--- config.mk ---
export PLATFORM = sky130hd
export DESIGN_NAME = alu_exec_unit_flat
export DESIGN_NICKNAME = d
export VERILOG_FILES = /design/src/rtl/alu_pkg.sv /design/src/rtl/alu_exec_unit_if.sv /design/src/rtl/alu_shift_iter.sv /design/src/rtl/alu_exec_unit.sv /design/src/flat_wrapper.sv
export SDC_FILE = /design/constraint.sdc
export NUM_CORES = 1
export LEC_CHECK = 0
export CAP_MARGIN = 5
export CORE_MARGIN = 2
export CORE_UTILIZATION = 45
export CTS_CLUSTER_DIAMETER = 100
export CTS_CLUSTER_SIZE = 30
export DETAILED_ROUTE_END_ITERATION = 8
export RECOVER_POWER = 50
export SYNTH_ARGS = -nofsm -noshare
export SYNTH_HDL_FRONTEND = slang
export SYNTH_HIERARCHICAL = 1
export SYNTH_SLANG_ARGS = --single-unit
--- constraint.sdc ---
create_clock -name clk -period 5.79 [get_ports clk]
set_clock_uncertainty 0.05 [all_clocks]
set_input_delay 0.579 -clock clk [delete_from_list [all_inputs] [get_ports clk]]
set_output_delay 0.579 -clock clk [all_outputs]
set_load 0.01 [all_outputs]
--- src/rtl/alu_pkg.sv ---
// Shared opcodes, widths, FSM state type and the single-cycle ALU function
// for the execute-stage arithmetic unit.
package alu_pkg;

  localparam int unsigned DATA_WIDTH  = 32;
  localparam int unsigned SHAMT_WIDTH = 5;
  localparam int unsigned OP_WIDTH    = 4;
  localparam int unsigned LINK_OFFSET = 4;

  localparam logic [OP_WIDTH-1:0] ALU_ADD = 4'b0000;
  localparam logic [OP_WIDTH-1:0] ALU_LUI = 4'b0001;
  localparam logic [OP_WIDTH-1:0] ALU_OR  = 4'b0010;
  localparam logic [OP_WIDTH-1:0] ALU_SLL = 4'b0011;
  localparam logic [OP_WIDTH-1:0] ALU_SUB = 4'b0100;
  localparam logic [OP_WIDTH-1:0] ALU_SRL = 4'b0101;
  localparam logic [OP_WIDTH-1:0] ALU_XOR = 4'b0110;
  localparam logic [OP_WIDTH-1:0] ALU_BNE = 4'b0111;
  localparam logic [OP_WIDTH-1:0] ALU_BLT = 4'b1000;
  localparam logic [OP_WIDTH-1:0] ALU_AND = 4'b1001;
  localparam logic [OP_WIDTH-1:0] ALU_JAL = 4'b1111;

  typedef enum logic {
    IDLE  = 1'b0,
    SHIFT = 1'b1
  } alu_state_t;

  // One-cycle result for every code; shifts here are the barrel form.
  function automatic logic [DATA_WIDTH-1:0] alu_compute(
    input logic [OP_WIDTH-1:0]   op,
    input logic [DATA_WIDTH-1:0] a,
    input logic [DATA_WIDTH-1:0] b
  );
    logic [DATA_WIDTH-1:0]  res;
    logic [SHAMT_WIDTH-1:0] shamt;
    shamt = b[SHAMT_WIDTH-1:0];
    res   = '0;
    case (op)
      ALU_ADD: res = a + b;
      ALU_SUB: res = a - b;
      ALU_AND: res = a & b;
      ALU_OR:  res = a | b;
      ALU_XOR: res = a ^ b;
      ALU_BNE: res = a ^ b;
      ALU_BLT: res = DATA_WIDTH'($signed(a) < $signed(b));
      ALU_LUI: res = b;
      ALU_JAL: res = a + DATA_WIDTH'(LINK_OFFSET);
      ALU_SLL: res = a << shamt;
      ALU_SRL: res = a >> shamt;
      default: res = '0;
    endcase
    return res;
  endfunction

endpackage

--- src/rtl/alu_exec_unit_if.sv ---
// Request/response bundle between pipeline control (master) and the
// execute-stage ALU (slave).
interface alu_exec_unit_if;
  import alu_pkg::*;

  logic                  start_i;
  logic [OP_WIDTH-1:0]   alu_operation_i;
  logic [DATA_WIDTH-1:0] a_i;
  logic [DATA_WIDTH-1:0] b_i;
  logic                  busy_o;
  logic                  done_o;
  logic [DATA_WIDTH-1:0] alu_result_o;
  logic                  zero_o;

  modport master (
    output start_i, alu_operation_i, a_i, b_i,
    input  busy_o, done_o, alu_result_o, zero_o
  );

  modport slave (
    input  start_i, alu_operation_i, a_i, b_i,
    output busy_o, done_o, alu_result_o, zero_o
  );
endinterface

--- src/rtl/alu_shift_iter.sv ---
// Iterative one-bit-per-cycle shifter: shift register, down-counter and
// direction flag. value_c is the value after the next step.
module alu_shift_iter
  import alu_pkg::*;
(
  input  logic                   clk,
  input  logic                   reset,
  input  logic                   load,
  input  logic                   step,
  input  logic [DATA_WIDTH-1:0]  load_value,
  input  logic [SHAMT_WIDTH-1:0] load_count,
  input  logic                   load_left,
  output logic [DATA_WIDTH-1:0]  value_c,
  output logic                   last_c
);

  logic [DATA_WIDTH-1:0]  shreg;
  logic [SHAMT_WIDTH-1:0] count;
  logic                   left;

  assign value_c = left ? (shreg << 1) : (shreg >> 1);
  assign last_c  = (count == SHAMT_WIDTH'(1));

  always_ff @(posedge clk) begin
    if (reset) begin
      shreg <= '0;
      count <= '0;
      left  <= 1'b0;
    end else if (load) begin
      shreg <= load_value;
      count <= load_count;
      left  <= load_left;
    end else if (step) begin
      shreg <= value_c;
      count <= count - SHAMT_WIDTH'(1);
    end
  end

endmodule

--- src/rtl/alu_exec_unit.sv ---
// Execute-stage ALU with registered result/zero and a start/busy/done
// handshake. Define ALU_BARREL_SHIFT_EN for single-cycle barrel shifts.
module alu_exec_unit
  import alu_pkg::*;
(
  input  logic            clk,
  input  logic            reset,
  alu_exec_unit_if.slave  bus
);

  logic [DATA_WIDTH-1:0] op_result_c;
  logic                  result_we_c;
  logic [DATA_WIDTH-1:0] result_d_c;
  logic [DATA_WIDTH-1:0] result;
  logic                  zero;
  logic                  done;

  assign op_result_c = alu_compute(bus.alu_operation_i, bus.a_i, bus.b_i);

`ifdef ALU_BARREL_SHIFT_EN

  always_comb begin
    result_we_c = bus.start_i;
    result_d_c  = op_result_c;
  end

  assign bus.busy_o = 1'b0;

`else

  alu_state_t             state;
  alu_state_t             state_next;
  logic [SHAMT_WIDTH-1:0] shamt_c;
  logic                   is_shift_c;
  logic                   sh_load_c;
  logic                   sh_step_c;
  logic [DATA_WIDTH-1:0]  sh_value_c;
  logic                   sh_last_c;

  assign shamt_c    = bus.b_i[SHAMT_WIDTH-1:0];
  assign is_shift_c = (bus.alu_operation_i == ALU_SLL) ||
                      (bus.alu_operation_i == ALU_SRL);

  alu_shift_iter u_shift (
    .clk        (clk),
    .reset      (reset),
    .load       (sh_load_c),
    .step       (sh_step_c),
    .load_value (bus.a_i),
    .load_count (shamt_c),
    .load_left  (bus.alu_operation_i == ALU_SLL),
    .value_c    (sh_value_c),
    .last_c     (sh_last_c)
  );

  always_ff @(posedge clk) begin
    if (reset) state <= IDLE;
    else       state <= state_next;
  end

  // Zero-amount shifts take the single-cycle path.
  always_comb begin
    state_next  = state;
    result_we_c = 1'b0;
    result_d_c  = op_result_c;
    sh_load_c   = 1'b0;
    sh_step_c   = 1'b0;
    case (state)
      IDLE: begin
        if (bus.start_i) begin
          if (is_shift_c && (shamt_c != '0)) begin
            sh_load_c  = 1'b1;
            state_next = SHIFT;
          end else begin
            result_we_c = 1'b1;
          end
        end
      end
      SHIFT: begin
        sh_step_c = 1'b1;
        if (sh_last_c) begin
          result_we_c = 1'b1;
          result_d_c  = sh_value_c;
          state_next  = IDLE;
        end
      end
      default: state_next = IDLE;
    endcase
  end

  assign bus.busy_o = (state == SHIFT);

`endif

  // Result and zero flag only move on a completion or reset.
  always_ff @(posedge clk) begin
    if (reset) begin
      result <= '0;
      zero   <= 1'b1;
      done   <= 1'b0;
    end else begin
      done <= result_we_c;
      if (result_we_c) begin
        result <= result_d_c;
        zero   <= (result_d_c == '0);
      end
    end
  end

  assign bus.done_o       = done;
  assign bus.alu_result_o = result;
  assign bus.zero_o       = zero;

endmodule

--- src/flat_wrapper.sv ---
// flat-port wrapper written by rule: the top's interface ports become plain ports
module alu_exec_unit_flat import alu_pkg::*;
  (clk, reset, bus_start_i, bus_alu_operation_i, bus_a_i, bus_b_i, bus_busy_o, bus_done_o, bus_alu_result_o, bus_zero_o);
  alu_exec_unit_if bus_i ();
  input  logic clk;
  input  logic reset;
  input wire logic [$bits(bus_i.start_i)-1:0] bus_start_i;
  input wire logic [$bits(bus_i.alu_operation_i)-1:0] bus_alu_operation_i;
  input wire logic [$bits(bus_i.a_i)-1:0] bus_a_i;
  input wire logic [$bits(bus_i.b_i)-1:0] bus_b_i;
  output wire logic [$bits(bus_i.busy_o)-1:0] bus_busy_o;
  output wire logic [$bits(bus_i.done_o)-1:0] bus_done_o;
  output wire logic [$bits(bus_i.alu_result_o)-1:0] bus_alu_result_o;
  output wire logic [$bits(bus_i.zero_o)-1:0] bus_zero_o;
  assign bus_i.start_i = bus_start_i;
  assign bus_i.alu_operation_i = bus_alu_operation_i;
  assign bus_i.a_i = bus_a_i;
  assign bus_i.b_i = bus_b_i;
  assign bus_busy_o = bus_i.busy_o;
  assign bus_done_o = bus_i.done_o;
  assign bus_alu_result_o = bus_i.alu_result_o;
  assign bus_zero_o = bus_i.zero_o;
  alu_exec_unit u_core (.clk(clk), .reset(reset), .bus(bus_i));
endmodule
Yosys cells after proc, flatten, opt, wreduce, memory -nomap -nowiden
Index checks and enable logic that the tools add are counted.
{ "classes": {"add_sub_neg": 4, "mul": 0, "n_div": 0, "n_lt_le_gt_ge": 1, "n_eq_ne": 11, "n_shift": 2, "muxes": 18, "bitwise": 4, "reduce_logical": 7} }
{ "ops": {"columns": ["operator", "n"], "rows": [
  ["$pmux 32 s10", 1],
  ["$mux 32", 5],
  ["$add 32x3->32 const B", 1],
  ["$add 32x32->32", 1],
  ["$and 32x32->32", 1],
  ["$logic_not 32->1", 1],
  ["$lt 32x32->1", 1],
  ["$or 32x32->32", 1],
  ["$shl 32x5->32", 1],
  ["$shr 32x5->32", 1],
  ["$sub 32x32->32", 1],
  ["$xor 32x32->32", 1],
  ["$eq 4x3->1 const B", 4],
  ["$eq 4x4->1 const B", 3],
  ["$mux 5", 2],
  ["$eq 4x2->1 const B", 2],
  ["$mux 1", 8],
  ["$eq 5x1->1 const B", 1],
  ["$reduce_bool 5->1", 1],
  ["$sub 5x1->5 const B", 1],
  ["$eq 4x1->1 const B", 1],
  ["$logic_not 4->1", 1],
  ["$pmux 1 s2", 2],
  ["$reduce_bool 2->1", 1],
  ["other kinds (4)", 4]
]} }
{ "totals": {"regBits": 73, "latchBits": 0, "ramBits": 0, "mem_bits_ro": 0, "output_inout_bits": 35, "elab_cells": 54, "n_memories": 0} }

Depth between registers and ports, before layout
{ "depth": {"depth_word": 7, "depth_mapped": 16} }

Cells and area by module
Netlist, hierarchy kept.
{ "by_module_without_submodules": {"columns": ["module", "n_inst", "cells_each", "area_per_inst_um2", "seq_area_each_um2"], "rows": [
  ["alu_exec_unit", 1, 1782, 12498.2, 700.7],
  ["alu_shift_iter", 1, 255, 2717.6, 760.7]
]} }

Worst setup path before layout
Ideal clock, no wire load.
{ "synth_timing": {"path_type": "input to register", "from": "in bus_b_i[3]", "to": "reg u_core.zero (netlist: u_core/bus.zero_o)", "setup_ns": 0.069, "arrival_time_ns": 3.885, "required_time_ns": 5.671, "path_slack_ns": 1.786, "cell_stages": 16, "cell_sequence": "clkbuf_1 inv_1 clkbuf_1 ha_1 buf_6 and2_4 a221o_1 o21ai_1 nand2_1 or4b_1 a31oi_1 o21ai_1 a221o_1 nor4_1 nand4_1 o21ai_1"} }
{ "synth_between": {"elab_chain_len": 5, "word_cells_on_any_way": 17} }
{ "synth_lines": {"columns": ["item", "line", "text"], "rows": [
  ["start: declaration", "flat_wrapper.sv:10", "input wire logic [$bits(bus_i.b_i)-1:0] bus_b_i;"],
  ["$sub 32x32->32 (tied with other cells)", "alu_pkg.sv:39", "ALU_SUB: res = a - b;"],
  ["$pmux 32 s10 or $logic_and 1x1->1 (tied branches)", "alu_pkg.sv:37, alu_exec_unit.sv:71", null],
  ["$mux 32 or $mux 1 (tied branches)", "alu_exec_unit.sv:81, alu_exec_unit.sv:71", null],
  ["$mux 32 or $mux 1 (tied branches)", "alu_exec_unit.sv:68, alu_exec_unit.sv:70", null],
  ["$logic_not 32->1 or $pmux 1 s2 (tied branches)", "alu_exec_unit.sv:105, alu_exec_unit.sv:68", null],
  ["end signal: assignment", "alu_exec_unit.sv:105", "zero <= (result_d_c == '0);"],
  ["end: declaration", "alu_exec_unit.sv:15", "logic zero;"]
]} }
Several ways; a longest one is shown, not always the timed one.
A chain may end at the register's enable or synchronous reset.

Worst setup path after layout
{ "layout_timing": {"from": "reg u_core.state (netlist: u_core/bus.busy_o)", "to": "reg u_core.zero (netlist: u_core/bus.zero_o)"} }
{ "layout_between": {"elab_chain_len": 2, "word_cells_on_any_way": 4} }
{ "layout_lines": {"columns": ["item", "line", "text"], "rows": [
  ["start: declaration", "alu_exec_unit.sv:31", "alu_state_t state;"],
  ["start signal: assignment", "alu_exec_unit.sv:58", "else state <= state_next;"],
  ["$mux 32 or $not 1->1 (tied branches)", "alu_exec_unit.sv:68", "case (state)"],
  ["$logic_not 32->1 or $pmux 1 s2 (tied branches)", "alu_exec_unit.sv:105, alu_exec_unit.sv:68", null]
]} }
Several ways; a longest one is shown, not always the timed one.

==> qor.txt <==
Pins Over Slew Limit: 45
setup_tns: 0 ps
drc violations: 0
Routed WL per cell: 31.8 um
area grow syn2layout: 12.2%
top cells by instance count after synthesis: 207 x nor2_1, 175 x nand2_1, 128 x a21oi_1
first-iteration detailed-routing DRC count: 2707
CP delay by family, top: buffers and inverters
nets: 2275
Total GRT Usage: 0.447
Setup crit start kind: flop
GRT overflow: 0
number of synthesized register bits: 73
Tot Pwr: 2.70 mW
Worst Path Buf+Inv: 4
final worst-path cycle share: 0.845
Routed WL: 81200 um
Area after DPL: 16900 sq um
Hold/Removal Path Class: reg2reg
status: finished, violations left
Worst Path Max Fanout: 44
clock tree from TritonCTS: done
min Tclk post-route: 4890 ps
sequential-to-total area share from yosys stat: 0.0960
# fillers: 3346
Synth area leaders: dfxtp_1 9.6%, ha_1 8.5%, nor2_1 5.1%, mux2i_1 4.7%, nand2_1 4.3%
root buffer cell: clkbuf_16
antenna cells: 0
Die Wd: 188 um
Mapped Nets: 2213
Critical Path RT: 6000 ps
vias in the first global route: 17.1k
crit-path cells: clkbuf_1, nand2_1, o21a_1, a2111oi_0, buf_4, a41oi_1, nor4bb_1, buf_4, nand4_1, nor4_1, buf_4, nand4_1, o21ai_1
H-tree lvl count: 3
final worst slack: 898 ps
first-pass GRT wire length: 117000 um
fin cells: 2551
power per cell area: 158 nW/um^2
endpoints failing setup: 0
area leader, netlist: dfxtp_1
Cells after DPL: 2536
post-route ant nets: 0
YS warnings: 6
CP dominant cell by count: buf_4
share of cells above drive strength 1: 0.151
# hold bufs at CTS: 0
# IOs: 106
Reg clk slew, reported paths: 60 ps
Post-synth ARST share: 0
Worst slew margin: -0.350
dpl ws: 698 ps
max cap viols: 1
ys flop type: dfxtp_1
GP Congestion: 1.10
worst-margin pin slew: 2030 ps
Hold Slack: 400 ps
CP max stage cell: clkbuf_1
Final Hold Vio Count: 0
VDD IR max: 148 uV
post-CTS setup repair buffer count: 0
Pleak: 6.86 nW
maximum clock frequency: 0.204 GHz
number of cells upsized or downsized after cts: 0
RSZ-0062 raised after global routing: no
failing checks: capacitance limit, slew limit
Clk Latency, worst-skew pair: 330 ps
Mapped Cells: 2037
area of the multi-input gates: 12300 sq um
Reg area: 1460 sq um
core area: 33400 sq um
max incr delay on CP: 1460 ps
kind of critical path: reg2reg
Worst EP arrival: 5100 ps
Inserted Clock Buffers: 9
crit end category: flop
Initial Util: 0.455
die area: 35300 sq um
Vias/cell: 7.15
largest net degree at the start of global routing: 78
vias: 18.2k
fin util: 0.510
Clock Path Buffers: 2
DR pass1 iterations: 7
most frequent cell after synthesis: nor2_1
Netlist cell types: 116
Buffers on Ports: 105
post-synth top area share: 0.0960
number of synthesized flops with an enable pin: 0
initial antenna violation count: 3
mapped cell area: 15200 sq um
height of the die: 188 um
fin area: 17100 sq um
syn_area_per_cell: 7.47 sq um
clock sink total: 73
Post-DP HPWL: 64800 um
cell row count: 67
flip-flops by register name, indices dropped and copies added, names as in the netlist:
| register | cells |
|---|---|
| u_core/bus.busy_o | 1 |
| u_core/u_shift/shreg | 32 |
| u_core/u_shift/count | 5 |
| u_core/bus.zero_o | 1 |
| u_core/bus.alu_result_o | 32 |
| u_core/bus.done_o | 1 |
| u_core/u_shift/left | 1 |
cell type report:
class | count | share of cell area
timing repair buffer | 231 | 0.118
clock buffer | 12 | 0.0139
clock inverter | 3 | 0.00528
multi-input combinational | 1674 | 0.720
tap | 448 | 0.0328
inverter | 110 | 0.0250
sequential | 73 | 0.0857
worst paths after layout:
path	startpoint	endpoint	slack, ps	depth (start not counted)
setup reg to reg	u_core/bus.busy_o$_SDFF_PP0_	u_core/bus.zero_o$_SDFFE_PP1P_	900	13
hold / removal	u_core/bus.alu_result_o[9]$_SDFFE_PP0P_	u_core/bus.alu_result_o[9]$_SDFFE_PP0P_	400	2
hold reg to reg	u_core/bus.alu_result_o[9]$_SDFFE_PP0P_	u_core/bus.alu_result_o[9]$_SDFFE_PP0P_	400	2
setup / recovery	u_core/bus.busy_o$_SDFF_PP0_	u_core/bus.zero_o$_SDFFE_PP1P_	900	13
power by group:
part           leakage [nW]  internal, mW  switching (mW)  total (mW)
Clock                 0.157         0.419           0.210       0.630
Combinational          6.11         0.545           0.963        1.51
Sequential            0.597         0.539          0.0268       0.566
cell families (layout without fill, tap and decap cells):
group / count (synthesis) / after routing / share of synthesized area
buffers and inverters: 290 / 356 / 0.0929
XOR/XNOR: 51 / 51 / 0.0294
AO/OA/AOI/OAI: 634 / 634 / 0.318
flip-flops: 73 / 73 / 0.0960
multiplexers: 157 / 157 / 0.136
adder cells (fa/ha/maj): 105 / 105 / 0.0873
AND/OR/NAND/NOR: 727 / 727 / 0.240
worst reg2reg max path, cell delays in order, from the launching register on:
cell       delay (ps)
dfxtp_1           340
clkbuf_1         1460
nand2_1           590
o21a_1            430
a2111oi_0         320
buf_4             210
a41oi_1           160
nor4bb_1          340
buf_4             170
nand4_1           120
nor4_1            210
buf_4             160
nand4_1           100
o21ai_1           180
cell usage in the layout, fill, tap and decap left out, drive strengths merged, types with 36 or more instances in the layout:
cell type | Yosys | final
dfxtp | 73 | 73
buf | 68 | 129
clkdlybuf4s50 | 0 | 65
nand2 | 175 | 175
nand3 | 50 | 50
nor2 | 228 | 228
xnor2 | 48 | 48
a211oi | 38 | 38
mux2 | 62 | 62
o22ai | 36 | 36
nor3 | 47 | 47
o21ai | 82 | 82
ha | 103 | 103
inv | 108 | 108
mux2i | 71 | 71
a21oi | 129 | 129
layer usage:
layer  vias up  share of wire  track usage
li1       7774              -            -
met2      1492           0.42        0.665
met3       320           0.12        0.119
met4         4          0.084        0.301
met1      8641           0.38        0.564
met5         -        0.00073      0.00412
Note: power is estimated with default switching activity, not from simulation.
